**src/rtl/vel_dac_scheduler_pkg.sv**
```systemverilog
// vel_dac_scheduler_pkg: shared constants, FSM states and index-width helper for the DAC scheduler
package vel_dac_scheduler_pkg;
  localparam logic [15:0] DAC_MIDSCALE = 16'h8000;
  typedef enum logic [1:0] {IDLE, WAIT_ACK, WAIT_DONE} state_t;
  function automatic int ch_idx_w(input int n);
    return (n > 1) ? $clog2(n) : 1;
  endfunction
endpackage

```
**src/rtl/vel_dac_scheduler_if.sv**
```systemverilog
// vel_dac_scheduler_if: request/busy write handshake between the scheduler and the DAC module
interface vel_dac_scheduler_if #(parameter int DATA_W = 16);
  logic dac_req;
  logic [2:0] dac_ch;
  logic [DATA_W-1:0] dac_data;
  logic dac_busy;
  modport master(output dac_req, dac_ch, dac_data, input dac_busy);
  modport slave(input dac_req, dac_ch, dac_data, output dac_busy);
endinterface

```
**src/rtl/vel_dac_scheduler_rr_pick.sv**
```systemverilog
// vel_dac_scheduler_rr_pick: combinational round-robin picker, first set request at or after ptr
module vel_dac_scheduler_rr_pick
  import vel_dac_scheduler_pkg::*;
#(
  parameter int N = 4,
  localparam int W = ch_idx_w(N)
) (
  input  logic [N-1:0] req,
  input  logic [W-1:0] ptr,
  output logic [W-1:0] grant,
  output logic valid
);
  logic [W-1:0] j;
  // Scan from the farthest offset down so the nearest request wins last.
  always_comb begin
    grant = '0;
    valid = 1'b0;
    j = '0;
    for (int i = N - 1; i >= 0; i--) begin
      j = W'((int'(ptr) + i) % N);
      if (req[j]) begin
        grant = j;
        valid = 1'b1;
      end
    end
  end
endmodule

```
**src/rtl/vel_dac_scheduler.sv**
```systemverilog
// vel_dac_scheduler: round-robin DAC write sharing for velocity controllers; option VEL_DAC_SAFE_MIDSCALE_EN
module vel_dac_scheduler
  import vel_dac_scheduler_pkg::*;
#(
  parameter int NUM_CH = 4,
  parameter int DATA_W = 16,
  parameter int ACK_TIMEOUT = 64
) (
  input  logic clk,
  input  logic rstn,
  input  logic [NUM_CH-1:0] ch_enable,
  input  logic [NUM_CH-1:0] ch_ready,
  input  logic [NUM_CH*DATA_W-1:0] ch_data,
  vel_dac_scheduler_if.master dac,
  output logic [NUM_CH-1:0] pending,
  output logic [NUM_CH-1:0] overrun,
  output logic timeout_err,
  input  logic status_clr
);
  localparam int W = ch_idx_w(NUM_CH);
  localparam int CW = $clog2(ACK_TIMEOUT + 1);
  localparam logic [DATA_W-1:0] MID = DATA_W'(DAC_MIDSCALE);
  state_t state, state_n;
  logic [NUM_CH-1:0] sync1, sync2, prev, rise, fall, gmask, pending_n;
  logic [DATA_W-1:0] data_reg [NUM_CH];
  logic [DATA_W-1:0] data_q;
  logic [2:0] ch_q;
  logic [W-1:0] ptr, gnt;
  logic [CW-1:0] cnt;
  logic gvalid, go, tmo;

  vel_dac_scheduler_rr_pick #(.N(NUM_CH)) u_pick (
    .req(pending),
    .ptr(ptr),
    .grant(gnt),
    .valid(gvalid)
  );

`ifdef VEL_DAC_SAFE_MIDSCALE_EN
  logic [NUM_CH-1:0] en_prev;
  always_ff @(posedge clk or negedge rstn)
    if (!rstn) en_prev <= '0;
    else en_prev <= ch_enable;
  // A disabled channel keeps its midscale write pending until it is sent.
  assign fall = en_prev & ~ch_enable;
  assign pending_n = (pending & ~gmask) | rise | fall;
`else
  assign fall = '0;
  assign pending_n = ((pending & ~gmask) | rise) & ch_enable;
`endif

  always_comb begin
    rise = sync2 & ~prev & ch_enable;
    go = state == IDLE && gvalid && !dac.dac_busy;
    gmask = go ? NUM_CH'(1) << gnt : '0;
    tmo = state == WAIT_ACK && !dac.dac_busy && cnt == CW'(ACK_TIMEOUT - 1);
    state_n = go ? WAIT_ACK
      : state == WAIT_ACK ? (dac.dac_busy ? WAIT_DONE : tmo ? IDLE : WAIT_ACK)
      : state == WAIT_DONE && !dac.dac_busy ? IDLE : state;
  end

  // The request is issued combinationally from IDLE so the grant cycle sends the pre-capture data.
  assign dac.dac_req = go;
  assign dac.dac_ch = go ? 3'(gnt) : ch_q;
  assign dac.dac_data = go ? data_reg[gnt] : data_q;

  always_ff @(posedge clk or negedge rstn)
    if (!rstn) begin
      sync1 <= '0;
      sync2 <= '0;
      prev <= '0;
      state <= IDLE;
      cnt <= '0;
      ptr <= '0;
      ch_q <= '0;
      data_q <= MID;
      pending <= '0;
      overrun <= '0;
      timeout_err <= 1'b0;
      for (int k = 0; k < NUM_CH; k++) data_reg[k] <= MID;
    end else begin
      sync1 <= ch_ready;
      sync2 <= sync1;
      prev <= sync2;
      state <= state_n;
      cnt <= state == WAIT_ACK ? cnt + 1'b1 : '0;
      if (go) begin
        ptr <= gnt == W'(NUM_CH - 1) ? '0 : gnt + 1'b1;
        ch_q <= 3'(gnt);
        data_q <= data_reg[gnt];
      end
      pending <= pending_n;
      overrun <= (overrun & ~{NUM_CH{status_clr}}) | (rise & pending & ~gmask);
      timeout_err <= (timeout_err & !status_clr) | tmo;
      for (int k = 0; k < NUM_CH; k++)
        if (fall[k] || rise[k]) data_reg[k] <= fall[k] ? MID : ch_data[k*DATA_W +: DATA_W];
    end
endmodule

```
**src/flat_wrapper.sv**
```systemverilog
// flat-port wrapper written by rule: the top's interface ports become plain ports
module vel_dac_scheduler_flat import vel_dac_scheduler_pkg::*;
#(
  parameter int NUM_CH = 4,
  parameter int DATA_W = 16,
  parameter int ACK_TIMEOUT = 64
)
  (clk, rstn, ch_enable, ch_ready, ch_data, pending, overrun, timeout_err, status_clr, dac_dac_req, dac_dac_ch, dac_dac_data, dac_dac_busy);
  vel_dac_scheduler_if #(.DATA_W(DATA_W)) dac_i ();
  input  logic clk;
  input  logic rstn;
  input  logic [NUM_CH-1:0] ch_enable;
  input  logic [NUM_CH-1:0] ch_ready;
  input  logic [NUM_CH*DATA_W-1:0] ch_data;
  output logic [NUM_CH-1:0] pending;
  output logic [NUM_CH-1:0] overrun;
  output logic timeout_err;
  input  logic status_clr;
  output wire logic [$bits(dac_i.dac_req)-1:0] dac_dac_req;
  output wire logic [$bits(dac_i.dac_ch)-1:0] dac_dac_ch;
  output wire logic [$bits(dac_i.dac_data)-1:0] dac_dac_data;
  input wire logic [$bits(dac_i.dac_busy)-1:0] dac_dac_busy;
  assign dac_dac_req = dac_i.dac_req;
  assign dac_dac_ch = dac_i.dac_ch;
  assign dac_dac_data = dac_i.dac_data;
  assign dac_i.dac_busy = dac_dac_busy;
  vel_dac_scheduler #(.NUM_CH(NUM_CH), .DATA_W(DATA_W), .ACK_TIMEOUT(ACK_TIMEOUT)) u_core (.clk(clk), .rstn(rstn), .ch_enable(ch_enable), .ch_ready(ch_ready), .ch_data(ch_data), .dac(dac_i), .pending(pending), .overrun(overrun), .timeout_err(timeout_err), .status_clr(status_clr));
endmodule
```
**config.mk**
```make
export PLATFORM = sky130hd
export DESIGN_NAME = vel_dac_scheduler_flat
export DESIGN_NICKNAME = d
export VERILOG_FILES = /design/src/rtl/vel_dac_scheduler_pkg.sv /design/src/rtl/vel_dac_scheduler_if.sv /design/src/rtl/vel_dac_scheduler_rr_pick.sv /design/src/rtl/vel_dac_scheduler.sv /design/src/flat_wrapper.sv
export SDC_FILE = /design/constraint.sdc
export NUM_CORES = 1
export LEC_CHECK = 0
export CORE_ASPECT_RATIO = 1.75
export CORE_UTILIZATION = 40
export CTS_CLUSTER_SIZE = 28
export DETAILED_ROUTE_END_ITERATION = 10
export PLACE_DENSITY = 0.73
export SYNTH_ARGS = -nofsm -noshare
export SYNTH_HDL_FRONTEND = slang
export SYNTH_SLANG_ARGS = --single-unit
```
**constraint.sdc**
```tcl
create_clock -name clk -period 3.1 [get_ports clk]
set_input_delay 0.93 -clock clk [delete_from_list [all_inputs] [get_ports clk]]
set_output_delay 0.93 -clock clk [all_outputs]
set_load 0.05 [all_outputs]
```
### Word level (Yosys, flattened, before mapping)

Index checks and enable logic that the tools add are counted.

* add/sub/neg operators: 5
* order comparisons: 5
* eq/ne operators: 4
* shifts and indexed selects: 1
* mux-type cells: 29
* bitwise logic cells: 15
* reduce and logical (&&, ||, !) cells: 9

Operators with widths (number)
* $mux 16: 3
* $bmux 16 s2: 1
* $and 4x4->4: 7
* $mux 2: 9
* $lt 2x3->1 const B: 4
* $not 4->4: 3
* $mux 1: 9
* $bmux 1 s2: 4
* $or 4x4->4: 2
* $add 7x1->7 const B: 1
* $eq 7x6->1 const B: 1
* $mux 7: 1
* $logic_and 1x1->1: 5
* $add 2x1->2 const B: 2
* $add 2x2->2 const B: 2
* $eq 2x2->1 const B: 2
* $mux 4: 1
* $shl 1x2->4 const A: 1
* $ge 3x3->1 const B: 1
* $mux 3: 1
* $not 2->3: 1
* $reduce_bool 3->1: 1
* $eq 2x1->1 const B: 1
* $logic_not 1->1: 2
* other kinds (3): 3

* register bits after elaboration: 115
* input bits: 76
* output and inout bits: 29
* word-level logic and storage cells: 83

### Longest topological paths before layout

Gate-level depths: netlist of the first run.

* depth in word-level cells: 14
* mapped depth: 9
* depth with buffers taken out: 8

### Cells and area by module

Synthesis of the first run repeated with hierarchy kept, for this count alone.

* cell total of the unflattened synthesis: 340
* area, all modules: 4742.0 µm²

Modules (own cells, without submodules)
* vel_dac_scheduler: instances 1, cells an instance 327, area an instance 4664.5 µm², seq. area each 2884.0 µm²
* vel_dac_scheduler_rr_pick: instances 1, cells an instance 13, area an instance 77.6 µm², seq. area each 0.0 µm²

### Least setup slack after synthesis of the first run

No wires, ideal clock.

* kind: input -> output
* from: input dac_dac_busy
* to: output dac_dac_data[10]
* data arrival time: 2.817 ns
* required time: 2.170 ns
* setup slack: -0.647 ns
* stages: 6
* buffers on the path: 1
* path through: nor3_2 -> nand2_1 -> inv_2 -> nand2_1 -> buf_2 -> o221ai_1

* word-level cells in the longest chain between the ends: 3

RTL lines
* start: declaration: RTL line flat_wrapper.sv:22 `input wire logic [$bits(dac_i.dac_busy)-1:0] dac_dac_busy;`
* $logic_not 1->1: RTL line vel_dac_scheduler.sv:54 `go = state == IDLE && gvalid && !dac.dac_busy;`
* $logic_and 1x1->1: RTL line vel_dac_scheduler.sv:54
* net dac_dac_req: RTL line flat_wrapper.sv:19 `output wire logic [$bits(dac_i.dac_req)-1:0] dac_dac_req;`
* $mux 16: RTL line vel_dac_scheduler.sv:65 `assign dac.dac_data = go ? data_reg[gnt] : data_q;`
* end: declaration: RTL line flat_wrapper.sv:21 `output wire logic [$bits(dac_i.dac_data)-1:0] dac_dac_data;`

The timed path passes the listed nets, and every way through them passes these cells.

### Worst setup path after layout of the first run

* from: register u_core.pending[1]
* to: output dac_dac_data[15]

* word-level cells in the longest chain between the ends: 11
* elaborated cells between the ends (all ways): 23
* those cells by class: mux: 20; bitwise: 1; reduce/logical: 2

RTL lines
* start: declaration: RTL line vel_dac_scheduler.sv:15 `output logic [NUM_CH-1:0] pending,`
* start signal: assignment: RTL line vel_dac_scheduler.sv:92 `pending <= pending_n;`
* $bmux 1 s2: RTL line vel_dac_scheduler_rr_pick.sv:21 `if (req[j]) begin`
* $mux 1 (implied by the code): RTL line vel_dac_scheduler_rr_pick.sv:21
* $mux 2 (4 in a row): RTL line vel_dac_scheduler_rr_pick.sv:21
* $not 2->3 (implied by the code): RTL line vel_dac_scheduler.sv:65
* $bmux 16 s2: RTL line vel_dac_scheduler.sv:65
* $mux 16 (implied by the code) (2 in a row): RTL line vel_dac_scheduler.sv:65
* $mux 16 *: RTL line vel_dac_scheduler.sv:65

Every way passes the cells marked *; elsewhere a longest branch is shown, timed or not. The select of a mux whose other input is x is not followed.

==> results of run 1 <==
## layout by cell type, fill, tap and decap left out, drive strengths merged, types with 2 or more instances in the layout
master / Yosys / final
nand2b: 8 / 8
buf: 11 / 57
clkdlybuf4s50: 0 / 82
nor2: 9 / 9
dfrtp: 110 / 110
mux2i: 32 / 32
o31ai: 2 / 2
clkinv: 0 / 4
inv: 11 / 11
nand2: 28 / 28
dfstp: 5 / 5
o221ai: 16 / 16
xor2: 2 / 2
nand3: 3 / 3
a21boi: 4 / 4
xnor2: 2 / 2
clkbuf: 3 / 29
nand3b: 4 / 4
ha: 2 / 2
o22ai: 5 / 5
o21ai: 4 / 4
a21oi: 5 / 5
or3: 3 / 3
mux2: 64 / 64
## synth_stat cells
| library cell | instances | area share |
|---|---|---|
| inv_1 | 9 | 0.0071 |
| a31o_2 | 1 | 0.0019 |
| clkbuf_1 | 3 | 0.0024 |
| mux2_2 | 64 | 0.15 |
| nand3_1 | 3 | 0.0032 |
| dfstp_2 | 5 | 0.028 |
| o21ai_0 | 3 | 0.0032 |
| nor3_2 | 1 | 0.0021 |
| o32ai_1 | 1 | 0.0019 |
| dfrtp_1 | 110 | 0.58 |
| o22a_2 | 1 | 0.0021 |
| a21boi_0 | 2 | 0.0032 |
| a211o_1 | 1 | 0.0019 |
| inv_2 | 2 | 0.0016 |
| mux2i_1 | 32 | 0.068 |
| a21oi_1 | 5 | 0.0053 |
| a21o_1 | 1 | 0.0016 |
| buf_2 | 5 | 0.0053 |
| nand2_1 | 28 | 0.022 |
| a21boi_1 | 2 | 0.0032 |
| buf_6 | 6 | 0.014 |
| o221ai_1 | 16 | 0.030 |
| or3_1 | 3 | 0.0040 |
| o31ai_1 | 2 | 0.0032 |
| nor2_1 | 9 | 0.0071 |
| a22oi_1 | 1 | 0.0016 |
| ha_1 | 2 | 0.0053 |
| o22ai_1 | 5 | 0.0066 |
| nand2b_1 | 7 | 0.0093 |
| o21ai_1 | 1 | 0.0011 |
| xor2_1 | 2 | 0.0037 |
| and2_1 | 1 | 0.0013 |
| nand2b_4 | 1 | 0.0029 |
| and3_1 | 1 | 0.0013 |
| nand3b_1 | 4 | 0.0064 |
| xnor2_1 | 2 | 0.0037 |
## layer usage
metal / up-vias / GRT usage
li1: 1530 / -
met1: 1751 / 0.225
met2: 94 / 0.372
met3: 18 / 0.0431
met4: 0 / 0.100
met5: - / 0
## worst max-delay path, delay by kind of cell (launching register included)
family	cells	cell delay, ns
simple gates	1	0.15
compound gates	3	0.55
mux	1	0.26
flops	1	0.42
buf+inv	3	0.49
## power by group
group	leakage, nW	internal (mW)	switching (mW)	total [mW]
Combinational	1.53	1.38	1.31	2.69
Clock	0.284	1.21	0.623	1.83
Sequential	1.40	1.83	0.231	2.06
## final timing paths
kind,start,endpoint,slack (ns),depth (start not counted)
hold / removal,u_core.sync1[2],u_core.sync2[2],0.35,0
setup reg to reg,u_core.ptr[0],u_core.ptr[0],1.04,10
hold reg to reg,u_core.sync1[2],u_core.sync2[2],0.35,0
max in group asynchronous,rstn,u_core.data_q[10],2.03,2
setup / recovery,u_core.pending[1],dac_dac_data[15],-0.11,8
min in group asynchronous,rstn,u_core.sync2[3],0.60,2
## repair_timing
item,in CTS,in global routing
endpoints found under the setup margin,19,17
buffers inserted,4,16
gates resized for setup,35,39
endpoints found under the hold margin,0,0
pin swaps,4,14
gates cloned,0,4
## cell families after synthesis
group / Yosys count / synth area share
and+or+nand+nor: 58 / 0.0598
DFF: 115 / 0.610
buffers and inverters: 25 / 0.0307
xor gates and xnor gates: 4 / 0.00741
AOI/OAI and AO/OA: 42 / 0.0662
muxes: 96 / 0.220
adders and majority gates: 2 / 0.00529
## area by class of cell
cell class | count | share of cell area
sequential | 115 | 0.375
multi-input combinational | 202 | 0.300
clock buffer | 24 | 0.0665
timing repair buffer | 144 | 0.224
inverter | 11 | 0.00601
tap | 135 | 0.0219
clock inverter | 5 | 0.00650
==> results.sh, run 1 <==
export IMPL_outcome="finished with violations"
export IMPL_failed_checks="DRC, setup timing"
export IMPL_hpwl_mm=8.12
export IMPL_clock_sinks=115
export IMPL_drt_met1_wl_mm=4.61
export IMPL_synthToLayoutAreaGrowth_pct=62.9
export IMPL_wl_met3_um=413
export IMPL_drc_errors=14
export IMPL_cts_buffers=17
export IMPL_grt_pass1_vias=3670
export IMPL_core_um2=11500
export IMPL_place_area_um2=6490
export IMPL_max_freq_ghz=0.311
export IMPL_wl_per_cell_um=19.6
export IMPL_setup_violations=16
export IMPL_diodes=0
export IMPL_regArea_um2=2890
export IMPL_fin_hold_ws_ns=0.349
export IMPL_post_route_period_util=1.04
export IMPL_ioPinCount=105
export IMPL_critPathMaxFanout=6
export IMPL_postLayoutSetupSlackWorst_ns=-0.114
export IMPL_path_class="register to output pin"
export IMPL_multiInputGateArea_um2=2310
export IMPL_relSlewSlack=0.593
export IMPL_port_buffers=104
export IMPL_dr_wl_met2_mm=7.15
export IMPL_dp_cells=584
export IMPL_p_per_area_nw_per_um2=854
export IMPL_p_total_mw=6.58
export IMPL_dp_slack_ns=-0.319
export IMPL_tightest_slew_ns=0.611
export IMPL_clk_path_buf_depth=2
export IMPL_synth_cell_types=36
export IMPL_drive_gt1_frac=0.451
export IMPL_start_util=0.410
export IMPL_worstPathArrival_ns=2.28
export IMPL_die_w_um=84.2
export IMPL_fillers=768
export IMPL_synthesis_area_um2=4730
export IMPL_drv_cap=0
export IMPL_cpPeakStageDelay_ns=0.42
export IMPL_cp_end_kind="output pin"
export IMPL_place_congestion=0.785
export IMPL_cp_cell_sequence="nand2b_4, a21oi_2, a211o_4, buf_4, clkbuf_16, mux2i_2, o221ai_4, buf_12"
export IMPL_worst_clock_skew_ns=0.00821
export IMPL_root_buffer="clkbuf_16"
export IMPL_start_kind="register"
export IMPL_vias_per_cell=5.33
export IMPL_ir_worst_vdd_uv=618
export IMPL_ant_nets=0
export IMPL_first_pass_iters=7
export IMPL_htree_levels=4
export IMPL_cp_required_ns=2.17
export IMPL_placement_rows=52
export IMPL_ctsHoldBuffers=0
export IMPL_die_height_um=146
export IMPL_vias=3393
export IMPL_slew_violations=0
export IMPL_layout_nets=569
export IMPL_drtIter0Drc=174
export IMPL_rsz0062_at_grt="true"
export IMPL_antenna_found_initial=0
export IMPL_top_layer="met4"
export IMPL_ys_ff_latch=115
export IMPL_hp_class="register to register"
export IMPL_setup_tns_ns=-1.37
export IMPL_wl_mm=12.5
export IMPL_cts_tree="yes"
export IMPL_syn_avg_cell_area_um2=13.8
export IMPL_largest_reg_flops=64
export IMPL_postSynthCellCount=342
export IMPL_globalRouteTotalUtil=0.205
export IMPL_grt_max_degree=116
export IMPL_final_cell_area_um2=7700
export IMPL_syn_nets=420
export IMPL_synth_seq_area_share=0.610
export IMPL_layout_min_cycle_time_ns=3.21
export IMPL_clk_latency_ns=0.40
export IMPL_fin_util=0.669
export IMPL_yosys_warnings=0
export IMPL_fin_cells=636
export IMPL_grt_pass1_wl_mm=18.8
export IMPL_clk_pin_slew_ns=0.05
export IMPL_hold_viol=0
export IMPL_overflow=0
export IMPL_p_leak_nw=3.21
export IMPL_die_area_um2=12300
export IMPL_cpMaxStageDelayCell="dfrtp_2"
(Power assumes the default switching activity.)
==> run 2, diff against run 1 <==
GPL_TIMING_DRIVEN = 0   (was not set)
==> run 2 against run 1 <==
The run still ends with DRC, setup timing left. Design area decreased by 3.2%. Critical path depth unchanged. Flip-flop and latch count unchanged. Clock skew fell by 0.0012 ns. Largest cell class unchanged. Largest power group unchanged. Highest routed layer unchanged.
==> results.sh, run 2 (synthesis gave the netlist of run 1 again) <==
export IMPL_start_kind="register"
export IMPL_clk_latency_ns=0.41
export IMPL_cp_end_kind="output pin"
export IMPL_postLayoutSetupSlackWorst_ns=-0.142
export IMPL_tightest_slew_ns=0.575
export IMPL_worst_clock_skew_ns=0.00705
export IMPL_drive_gt1_frac=0.439
export IMPL_setup_violations=17
export IMPL_cts_buffers=17
export IMPL_regToRegStartpoint="u_core.pending[1]"
export IMPL_p_leak_nw=3.14
export IMPL_use_met1=0.227
export IMPL_path_class="register to output pin"
export IMPL_fillers=815
export IMPL_failed_checks="DRC, setup timing"
export IMPL_globalRouteTotalUtil=0.212
export IMPL_die_w_um=84.2
export IMPL_grt_pass1_vias=3826
export IMPL_layout_commonest_cell="dfrtp_1"
export IMPL_use_met2=0.388
export IMPL_grt_busiest_layer="met2"
export IMPL_largest_reg_flops=64
export IMPL_htree_levels=4
export IMPL_placement_rows=52
export IMPL_wl_mm=12.5
export IMPL_layout_nets=566
export IMPL_overflow=0
export IMPL_core_um2=11500
export IMPL_critPathMaxFanout=10
export IMPL_layout_min_cycle_time_ns=3.24
export IMPL_drc_errors=14
export IMPL_slew_violations=0
export IMPL_die_area_um2=12300
export IMPL_hold_viol=0
export IMPL_rsz0062_at_grt="true"
export IMPL_outcome="finished with violations"
export IMPL_cp_required_ns=2.17
export IMPL_ant_nets=0
export IMPL_met3_usage=0.0488
export IMPL_setup_tns_ns=-1.38
export IMPL_max_freq_ghz=0.308
export IMPL_vias=3348
export IMPL_root_buffer="clkbuf_16"
export IMPL_diodes=0
export IMPL_hpwl_mm=8.28
export IMPL_worstPathArrival_ns=2.31
export IMPL_start_util=0.410
export IMPL_cts_tree="yes"
export IMPL_antenna_found_initial=0
export IMPL_clk_pin_slew_ns=0.06
export IMPL_place_congestion=0.793
export IMPL_dp_cells=582
export IMPL_final_cell_mix="106 x dfrtp_1, 82 x clkdlybuf4s50_1, 64 x mux2_2"
export IMPL_ir_worst_vdd_uv=502
export IMPL_p_total_mw=6.40
export IMPL_synthToLayoutAreaGrowth_pct=57.6
export IMPL_hold_start="u_core.sync1[2]"
export IMPL_grt_pass1_wl_mm=19.5
export IMPL_ioPinCount=105
export IMPL_port_buffers=104
export IMPL_clk_path_buf_depth=2
export IMPL_p_per_area_nw_per_um2=859
export IMPL_first_pass_iters=7
export IMPL_hp_class="register to register"
export IMPL_drv_cap=0
export IMPL_drtIter0Drc=190
export IMPL_fin_cells=636
export IMPL_wl_per_cell_um=19.6
export IMPL_die_height_um=146
export IMPL_post_route_period_util=1.05
export IMPL_relSlewSlack=0.617
export IMPL_vias_per_cell=5.26
export IMPL_clock_sinks=115
export IMPL_grt_max_degree=74
export IMPL_worstSetupStartpoint="u_core.ptr[1]"
run 2: through the flow:
stage	hold WS, ns	utilization	setup slack [ns]	instance area, um^2
after CTS	0.353	0.626	-0.0968	7210
after global placement	0.338	0.537	-3.14	6180
after global routing	0.367	0.647	-0.225	7450
after detailed placement	0.340	0.539	-1.28	6200
after floorplan	0.331	-	-0.0136	4970
final	0.351	0.647	-0.142	7450
run 2: final timing paths:
kind / end / slack, ns / cells past startpoint
min: u_core.sync2[2] / 0.35 / 0
max reg2reg: u_core.ptr[0] / 1.17 / 9
max in group asynchronous: u_core.data_reg[47] / 1.77 / 2
min in group asynchronous: u_core.prev[3] / 0.51 / 1
max: dac_dac_data[10] / -0.14 / 8
min reg2reg: u_core.sync2[2] / 0.35 / 0
run 2: layout make-up:
cell class	count	area (um^2)	area share
tap	135	169	0.0227
clock buffer	18	439	0.0590
multi-input combinational	202	2230	0.299
sequential	115	2890	0.388
inverter	11	46.3	0.00621
buffer	13	156	0.0210
clock inverter	14	179	0.0240
timing repair buffer	128	1340	0.180
run 2: critical path: stages (launching register included):
cell and delay, ns:
dfrtp_2 0.45, a21o_1 0.20, a21oi_1 0.22, o22a_2 0.19, buf_4 0.13, nand2_4 0.12
buf_12 0.19, o221ai_4 0.19, buf_6 0.19
run 2: what timing repair did:
action	CTS	global route
cloned	1	3
setup buffers	18	1
endpoints found under the setup margin	20	20
gates resized for setup	179	30
pin swaps	12	10
hold buffers	0	0
run 2: power by group:
group          switching, mW  total [mW]  internal, mW  leakage [nW]
clock                  0.732        2.02          1.29         0.282
sequential             0.229        2.06          1.83          1.39
combinational           1.23        2.32          1.09          1.46
run 2: metal layers:
layer,vias to the layer above,wire [um]
met2,104,7040
li1,1532,-
met3,28,476
met5,-,0
met1,1684,4560
met4,0,383
